$ cat config.mk
export PLATFORM = sky130hd
export DESIGN_NAME = nonce_sched
export DESIGN_NICKNAME = d
export VERILOG_FILES = /design/src/rtl/nonce_sched.sv
export SDC_FILE = /design/constraint.sdc
export NUM_CORES = 1
export LEC_CHECK = 0
export ABC_AREA = 0
export BUFFER_PORTS_ARGS = -buffer_cell sky130_fd_sc_hd__buf_4
export CAP_MARGIN = 0
export CORE_UTILIZATION = 50
export CTS_CLUSTER_DIAMETER = 100
export CTS_CLUSTER_SIZE = 25
export DETAILED_ROUTE_END_ITERATION = 12
export PLACE_DENSITY = 0.81
export RECOVER_POWER = 25
export SYNTH_ARGS = -nofsm -noshare
export SYNTH_HDL_FRONTEND = slang
export SYNTH_SLANG_ARGS = --single-unit
$ cat constraint.sdc
create_clock -name clk -period 7.1 [get_ports clk]
set_input_delay 1.42 -clock clk [delete_from_list [all_inputs] [get_ports clk]]
set_output_delay 1.42 -clock clk [all_outputs]
set_load 0.02 [all_outputs]
$ cat src/rtl/nonce_sched.sv
// nonce_sched: issues a nonce range into the Blake2b pipeline, latches the first winner, drains and reports.
module nonce_sched #(
  parameter int INFL_W = 8
) (
  input  logic        clk,
  input  logic        rst_n,
  input  logic        start,
  input  logic        abort,
  input  logic [31:0] start_nonce,
  input  logic [31:0] nonce_count,
  input  logic        hash_ready,
  output logic        hash_valid,
  output logic [31:0] hash_nonce,
  input  logic        cmp_busy,
  input  logic        cmp_found,
  input  logic [31:0] cmp_nonce,
  output logic        busy,
  output logic        done,
  output logic        result_found,
  output logic        result_aborted,
  output logic [31:0] result_nonce,
  output logic [31:0] hash_count
);
  localparam logic [1:0] IDLE = 2'd0, RUN = 2'd1, DRAIN = 2'd2, DONE = 2'd3;
  logic [1:0] state;
  logic [31:0] next_nonce, remaining;
  logic [INFL_W-1:0] inflight;
  logic dec, cap, run_abort;
  always_comb begin
    run_abort = state == RUN && abort;
    hash_valid = state == RUN && hash_ready && !abort && remaining != 0 && inflight != '1;
    hash_nonce = next_nonce;
    busy = state == RUN || state == DRAIN;
    done = state == DONE;
    // results with nothing outstanding are protocol errors: counted but never decrement or capture
    dec = busy && cmp_busy && inflight != '0;
    cap = dec && cmp_found && !result_found && !result_aborted && !run_abort;
  end
  always_ff @(posedge clk or negedge rst_n) begin
    if (!rst_n) begin
      state <= IDLE;
      next_nonce <= '0;
      remaining <= '0;
      inflight <= '0;
      result_found <= 1'b0;
      result_aborted <= 1'b0;
      result_nonce <= '0;
      hash_count <= '0;
    end else if ((state == IDLE || state == DONE) && start) begin
      next_nonce <= start_nonce;
      remaining <= nonce_count;
      inflight <= '0;
      result_found <= 1'b0;
      result_aborted <= 1'b0;
      result_nonce <= '0;
      hash_count <= '0;
      state <= nonce_count == 0 ? DRAIN : RUN;
    end else begin
      if (hash_valid) begin
        next_nonce <= next_nonce + 32'd1;
        remaining <= remaining - 32'd1;
      end
      inflight <= inflight + INFL_W'(hash_valid) - INFL_W'(dec);
      if (busy && cmp_busy) hash_count <= hash_count + 32'd1;
      if (cap) begin
        result_found <= 1'b1;
        result_nonce <= cmp_nonce;
      end
      if (run_abort) result_aborted <= 1'b1;
      if (state == RUN && (abort || cap || (hash_valid && remaining == 32'd1))) state <= DRAIN;
      else if (state == DRAIN && inflight == '0 && !cmp_busy) state <= DONE;
    end
  end
endmodule

==> metrics, run 1 <==
ys async rst share=100%; worst path cell trace=clkbuf_4 > nand2_1 > buf_4 > nor2_1 > a31oi_1; Levels on crit path=5; post-DP HPWL=14400 um; mean area per synthesized cell=8.91 sq um; number of distinct library cells after synthesis=62; CP startpoint kind=primary input; slack of the critical path=2.49 ns; cell taking the most area after synthesis=dfrtp_1; Clock Tree Root=clkbuf_16; Synth area leaders=dfrtp_1, nand2_1, o21ai_0; post-synthesis compound-gate area fraction=16.9%; Seq cells post-synth=140; vias in the first global route=7179; Worst-path clk slew=0.06 ns; max incr delay on CP=2.04 ns; # Max-Cap Violations=2; number of synthesized flops with an enable pin=0; Slowest-stage cell, CP=nand2_1; Post-Syn Instances=869; CTS-repair resized insts=0; Cell Pwr Density=410 mW/mm^2; Synth Area in XOR/XNOR=1.58%; placed insts=1213; Die Height=126 um; final setup vio count=0; final WL=21300 um; antenna-violating nets left=0; RSZ-0062 raised after global routing=no; initial antenna violation count=0; grt total ovfl=0; fillers=1296; clk sink count=140; Final min period=4.61 ns; total number of vias=7529; DR pass1 iterations=5; Critical Path AT=4.93 ns; hold depth=1; ant diodes=0; Worst Reg2Reg Path Length in Cells=6; CTS buffer count=17; Slew Viols, Final=151; core area=0.0151 sq mm; Rows=45; post-DR wirelength/cell=17.1 um; final non-filler cell total=1245; Worst Hold Class=reg2reg; Initial Util=51.1%; Residual DRC=0; failing checks=max-capacitance violations, max-slew violations; gpl congestion=0.822; Post-Synth Simple-Gate Area=26.5%; vias per cell=6.05; Clk Latency, worst-skew pair=0.43 ns; Synth Area in Adders=3.65%; Initial DRC Count=446; Netlist Area Pre-Place=0.00774 sq mm; largest family of logic cells by synthesized area=simple AND/OR/NAND/NOR gates; largest net degree at the start of global routing=89; top-area cell type share of the netlist area=45.2%; period utilization=64.9%; CP bufs+invs=2; Chip Width=126 um; ys flop type=dfrtp_1; Hold Vio Cnt, Final=0; Die ar.=0.0160 sq mm; setup tns final=0 ns; clock buffer depth=2; PortBufs=203; postcts setup bufs=0; Total GRT Usage=27.1%; CTS tree=yes; Worst Tran Pin Value=3.41 ns; Max-Slew Margin vs Limit=-127%; VDD IR max=0.000208 V; layout net count=1169; dpl ws=2.74 ns; I/O pins=204; status=finished with violations; hold buffer count at cts=0; post-synthesis mux area share=1.57%; WS Path Type=in2reg; ratio of cells with drive above 1 in the final layout=22.4%; Setup crit end kind=register; Max FO, Critical Path=88; CTS HTree Levels=4; Pleak=4.17 nW; YS warnings=0; area grow syn2layout=27.0%; register area share after synthesis=45.2%; first-pass GRT wire length=34500 um; data required time of the critical path=7.43 ns; worst clock skew=0.0105 ns; Max Clk Rate=217 MHz; net count after synthesis=994; cell family with most CP delay=simple AND/OR/NAND/NOR gates
## per-layer routing
metal / vias to the layer above / track usage [%] / wire length [um] / part of all wire [%]
met3: 39 / 6.96 / 1530 / 7.2
li1: 3569 / - / - / -
met4: 0 / 9.43 / 465 / 2.2
met2: 302 / 45.5 / 10400 / 49
met5: - / 0 / 0 / 0
met1: 3619 / 33.8 / 8860 / 42
## metrics by stage
stage | power (W) | utilization [%] | cell area [sq um] | hold WS, ns
6_report | 0.00403 | 64.9 | 9830 | 0.506
4_1_cts | 0.00408 | 65.6 | 9940 | 0.491
3_5_place_dp | 0.00311 | 61.4 | 9310 | 0.480
2_1_floorplan | 0.00248 | - | 7740 | 0.508
3_3_place_gp | 0.00303 | 61.4 | 9310 | 0.477
5_1_grt | 0.00430 | 64.9 | 9830 | 0.523
## kinds of logic after synthesis
logic type / count (synthesis)
and+or+nand+nor: 400
xor gates and xnor gates: 14
buffers and inverters: 77
AOI/OAI and AO/OA: 204
DFF: 140
muxes: 12
adders and majority gates: 22
## synthesized netlist by cell type (all sizes together) (2+ instances only)
cell / instances
a31oi: 56
inv: 24
nand4b: 3
a21oi: 11
xor2: 4
nor3: 12
or2: 2
o211ai: 7
o41ai: 7
or3: 33
and2: 7
o311ai: 4
nor4: 18
ha: 21
nand4: 17
nand2: 112
and3: 10
o31ai: 33
o21bai: 2
nand3b: 2
dfrtp: 140
nand2b: 5
or4: 38
buf: 13
a21o: 4
and4: 6
mux2i: 11
xnor2: 10
o21ai: 71
or4b: 4
nand3: 41
nor2: 85
clkbuf: 39
nor2b: 2
## power breakdown
group	switching (W)	internal, W
Sequential	0.000319	0.00110
Clock	0.000355	0.000599
Combinational	0.00101	0.000647
## registers in the layout, summed over array words and instances (netlist names)
signal          count
hash_nonce         32
inflight            8
remaining          32
hash_count         32
result_found        1
result_aborted      1
state               2
result_nonce       32
## path summary, 6_finish.rpt
path | startpoint | to | slack (ns)
setup reg to reg | state[0] | hash_nonce[6] | 2.74
max in group asynchronous | rst_n | result_nonce[0] | 2.60
hold reg to reg | hash_count[31] | hash_count[31] | 0.51
hold / removal | hash_count[31] | hash_count[31] | 0.51
setup / recovery | start | hash_nonce[6] | 2.49
min in group asynchronous | rst_n | remaining[16] | 2.14
## cell type report
class / count / area (sq um) / area share, %
inverter: 24 / 90.1 / 0.916
sequential: 140 / 3500 / 35.6
clock inverter: 13 / 189 / 1.92
multi-input combinational: 652 / 3900 / 39.6
timing repair buffer: 209 / 1480 / 15.0
clock buffer: 19 / 443 / 4.50
tap: 188 / 235 / 2.39
## cells in the final DEF (no fill, tap or decap), types with 8 or more instances in the layout
cell type,n
nor2_1,85
nor3_1,11
nor4_1,17
nand3_1,41
nand4_1,17
or4_1,37
o21ai_0,71
ha_1,21
o31ai_1,32
or3_1,31
nand2_1,112
clkbuf_16,17
clkbuf_1,26
a31oi_1,56
and3_1,8
a21oi_1,11
buf_4,183
inv_1,23
mux2i_1,11
xnor2_1,10
dfrtp_1,140
(Power assumes the default switching activity.)
==> run 2, diff against run 1 <==
Clock period 7.1 ns to 4.5 ns, I/O delays scaled along.
==> run 2 against run 1 <==
Effect of this change: the flow still finishes with violations (max-capacitance violations, max-slew violations); register-to-register slack worse by 2.1 ns; clock power is 56% higher; wire length down 2.8%; final area is 1.3% higher; clock skew decreased by 0.0031 ns; count of clock-buffer cells in the layout rose by 2.
==> metrics, run 2 (synthesized netlist as in run 1, its figures left out) <==
vias in the first global route=6915 (was 7179); Worst Hold Class=reg2reg (unchanged); dpl cell area=0.00935 sq mm (was 0.00931 sq mm); Final min period=3.89 ns; CTS-repair resized insts=0 (unchanged); largest net degree at the start of global routing=102 (was 89); failing checks=max-capacitance violations, max-slew violations (unchanged); worst hold start=hash_count[31] (unchanged); PortBufs=203 (unchanged); logic gate share of total power=41.9% (was 41.1%); period utilization=86.5%; Sw Share=40.9% (was 41.7%); CTS HTree Levels=4 (unchanged); Die ar.=0.0160 sq mm (unchanged); worst clock skew=0.00741 ns (was 0.0105 ns); Worst Tran Pin Value=2.27 ns (was 3.41 ns); CTS buffer count=17 (unchanged); Initial DRC Count=434 (was 446); post-DR wirelength/cell=16.5 um (was 17.1 um); ant diodes=0 (unchanged); # Max-Cap Violations=1 (was 2); Max Clk Rate=257 MHz; first-pass GRT wire length=34000 um (was 34500 um); data required time of the critical path=4.84 ns (was 7.43 ns); Rows=45 (unchanged); layout net count=1173 (was 1169); Power Internal=0.00379 W (was 0.00235 W); Die Height=126 um (unchanged); clk sink count=140 (unchanged); Setup crit end kind=register (unchanged); area grow syn2layout=28.7% (was 27.0%); Total GRT Usage=26.6% (was 27.1%); hold buffer count at cts=0 (unchanged); hold depth=1 (unchanged); net switching power figure=0.00262 W (was 0.00168 W); Pleak=4.31 nW (was 4.17 nW); ratio of cells with drive above 1 in the final layout=25.0% (was 22.4%); CTS tree=yes (unchanged); Cell Pwr Density=644 mW/mm^2 (was 410 mW/mm^2); Worst Hold End=hash_count[31] (unchanged); Core Util, Final=65.8% (was 64.9%); power share of the sequential group=34.9% (was 35.2%); Chip Width=126 um (unchanged); VDD IR max=0.000363 V (was 0.000208 V); gpl congestion=0.836 (was 0.822); setup tns final=0 ns (unchanged); reg2reg end=inflight[7] (was hash_nonce[6]); Clock Tree Root=clkbuf_16 (unchanged); total number of vias=7365 (was 7529); RSZ-0062 raised after global routing=no (unchanged); grt total ovfl=0 (unchanged); Final Cell Area=0.00996 sq mm (was 0.00983 sq mm); Max-Slew Margin vs Limit=-51.6% (was -127%); Clk Latency, worst-skew pair=0.42 ns (was 0.43 ns); vias per cell=5.90 (was 6.05); Hold Vio Cnt, Final=0 (unchanged); I/O pins=204 (unchanged); Residual DRC=0 (unchanged); Worst-path clk slew=0.06 ns (about the same); CP startpoint kind=register (was primary input); commonest cells after routing, fill and taps aside=buf_4, dfrtp_1, nand2_1 (unchanged); commonest non-fill, non-tap cell in the layout=buf_4 (unchanged); core area=0.0151 sq mm (unchanged); final WL=20700 um (was 21300 um); power share of the clock group=23.3% (was 23.7%); initial antenna violation count=0 (unchanged); reg2reg start=remaining[0] (was state[0]); antenna-violating nets left=0 (unchanged); final setup vio count=0 (unchanged); post-DP HPWL=14200 um (was 14400 um); Initial Util=51.1% (unchanged); Worst R2R Setup Slack=0.61 ns (was 2.74 ns); Worst Reg2Reg Path Length in Cells=12 (was 6); Critical Path AT=4.24 ns (was 4.93 ns); WS Path Type=reg2reg (was in2reg); status=finished with violations (unchanged); postcts setup bufs=0 (unchanged); Slew Viols, Final=91 (was 151); Max FO, Critical Path=12 (was 88); DR pass1 iterations=5 (unchanged); clock buffer depth=2 (unchanged)
-- run 2: cell count changes in the layout (fill, tap and decap cells not counted), sizes merged --
| cell | change |
|---|---|
| inv | -1 |
| clkinvlp | -4 |
| clkinv | +3 |
| buf | +28 |
| clkbuf | -22 |
-- run 2: final cells by class --
type                            instances  area [sq um]
Multi-Input combinational cell        652          3900
Clock buffer                           21           460
Inverter                               24          90.1
Clock inverter                         11           165
Fill cell                            1250          5180
Timing Repair Buffer                  213          1610
Tap cell                              188           235
Sequential cell                       140          3500
-- run 2: power groups by stage --
| stage | registers [W] | clock network [W] | logic (W) |
|---|---|---|---|
| floorplan | 0.00243 | 0 | 0.00149 |
| global placement | 0.00221 | 0 | 0.00261 |
| detailed placement | 0.00223 | 0 | 0.00268 |
| CTS | 0.00222 | 0.00151 | 0.00270 |
| global route | 0.00231 | 0.00157 | 0.00298 |
| finish | 0.00223 | 0.00149 | 0.00268 |
-- run 2: worst max path at each step --
stage,start,to,slack [ns],cells past startpoint
after detailed placement,remaining[0],inflight[7],0.67,12
after global routing,remaining[0],inflight[7],0.34,12
final,remaining[0],inflight[7],0.61,12
after floorplan,remaining[0],inflight[7],0.88,14
after CTS,remaining[0],hash_valid,0.59,7
after global placement,remaining[0],inflight[7],0.77,12
-- run 2: metal layers --
metal / routed length [um] / track usage (%)
met2: 9660 / 41.7
met4: 440 / 9.00
met5: 0 / 0
met3: 1560 / 7.38
met1: 9000 / 35.7
-- run 2: metrics by stage --
stage          hold WS (ns)  power, W  instances  setup slack [ns]
2_1_floorplan         0.508   0.00392        869             0.880
3_3_place_gp          0.476   0.00482       1217             0.766
3_5_place_dp          0.482   0.00490       1217             0.670
4_1_cts               0.496   0.00643       1249             0.594
5_1_grt               0.509   0.00686       1249             0.339
6_report              0.500   0.00641       1249             0.606
-- run 2: worst max-delay path, stage by stage (launching register included) --
cell     delay [ns]
dfrtp_1        0.44
inv_1          0.09
ha_1           0.17
or3b_2         0.58
or4_1          0.70
o31ai_4        0.25
inv_2          0.16
ha_1           0.26
a21o_1         0.18
a21oi_1        0.25
o21ai_0        0.18
o41ai_1        0.35
mux2i_1        0.22
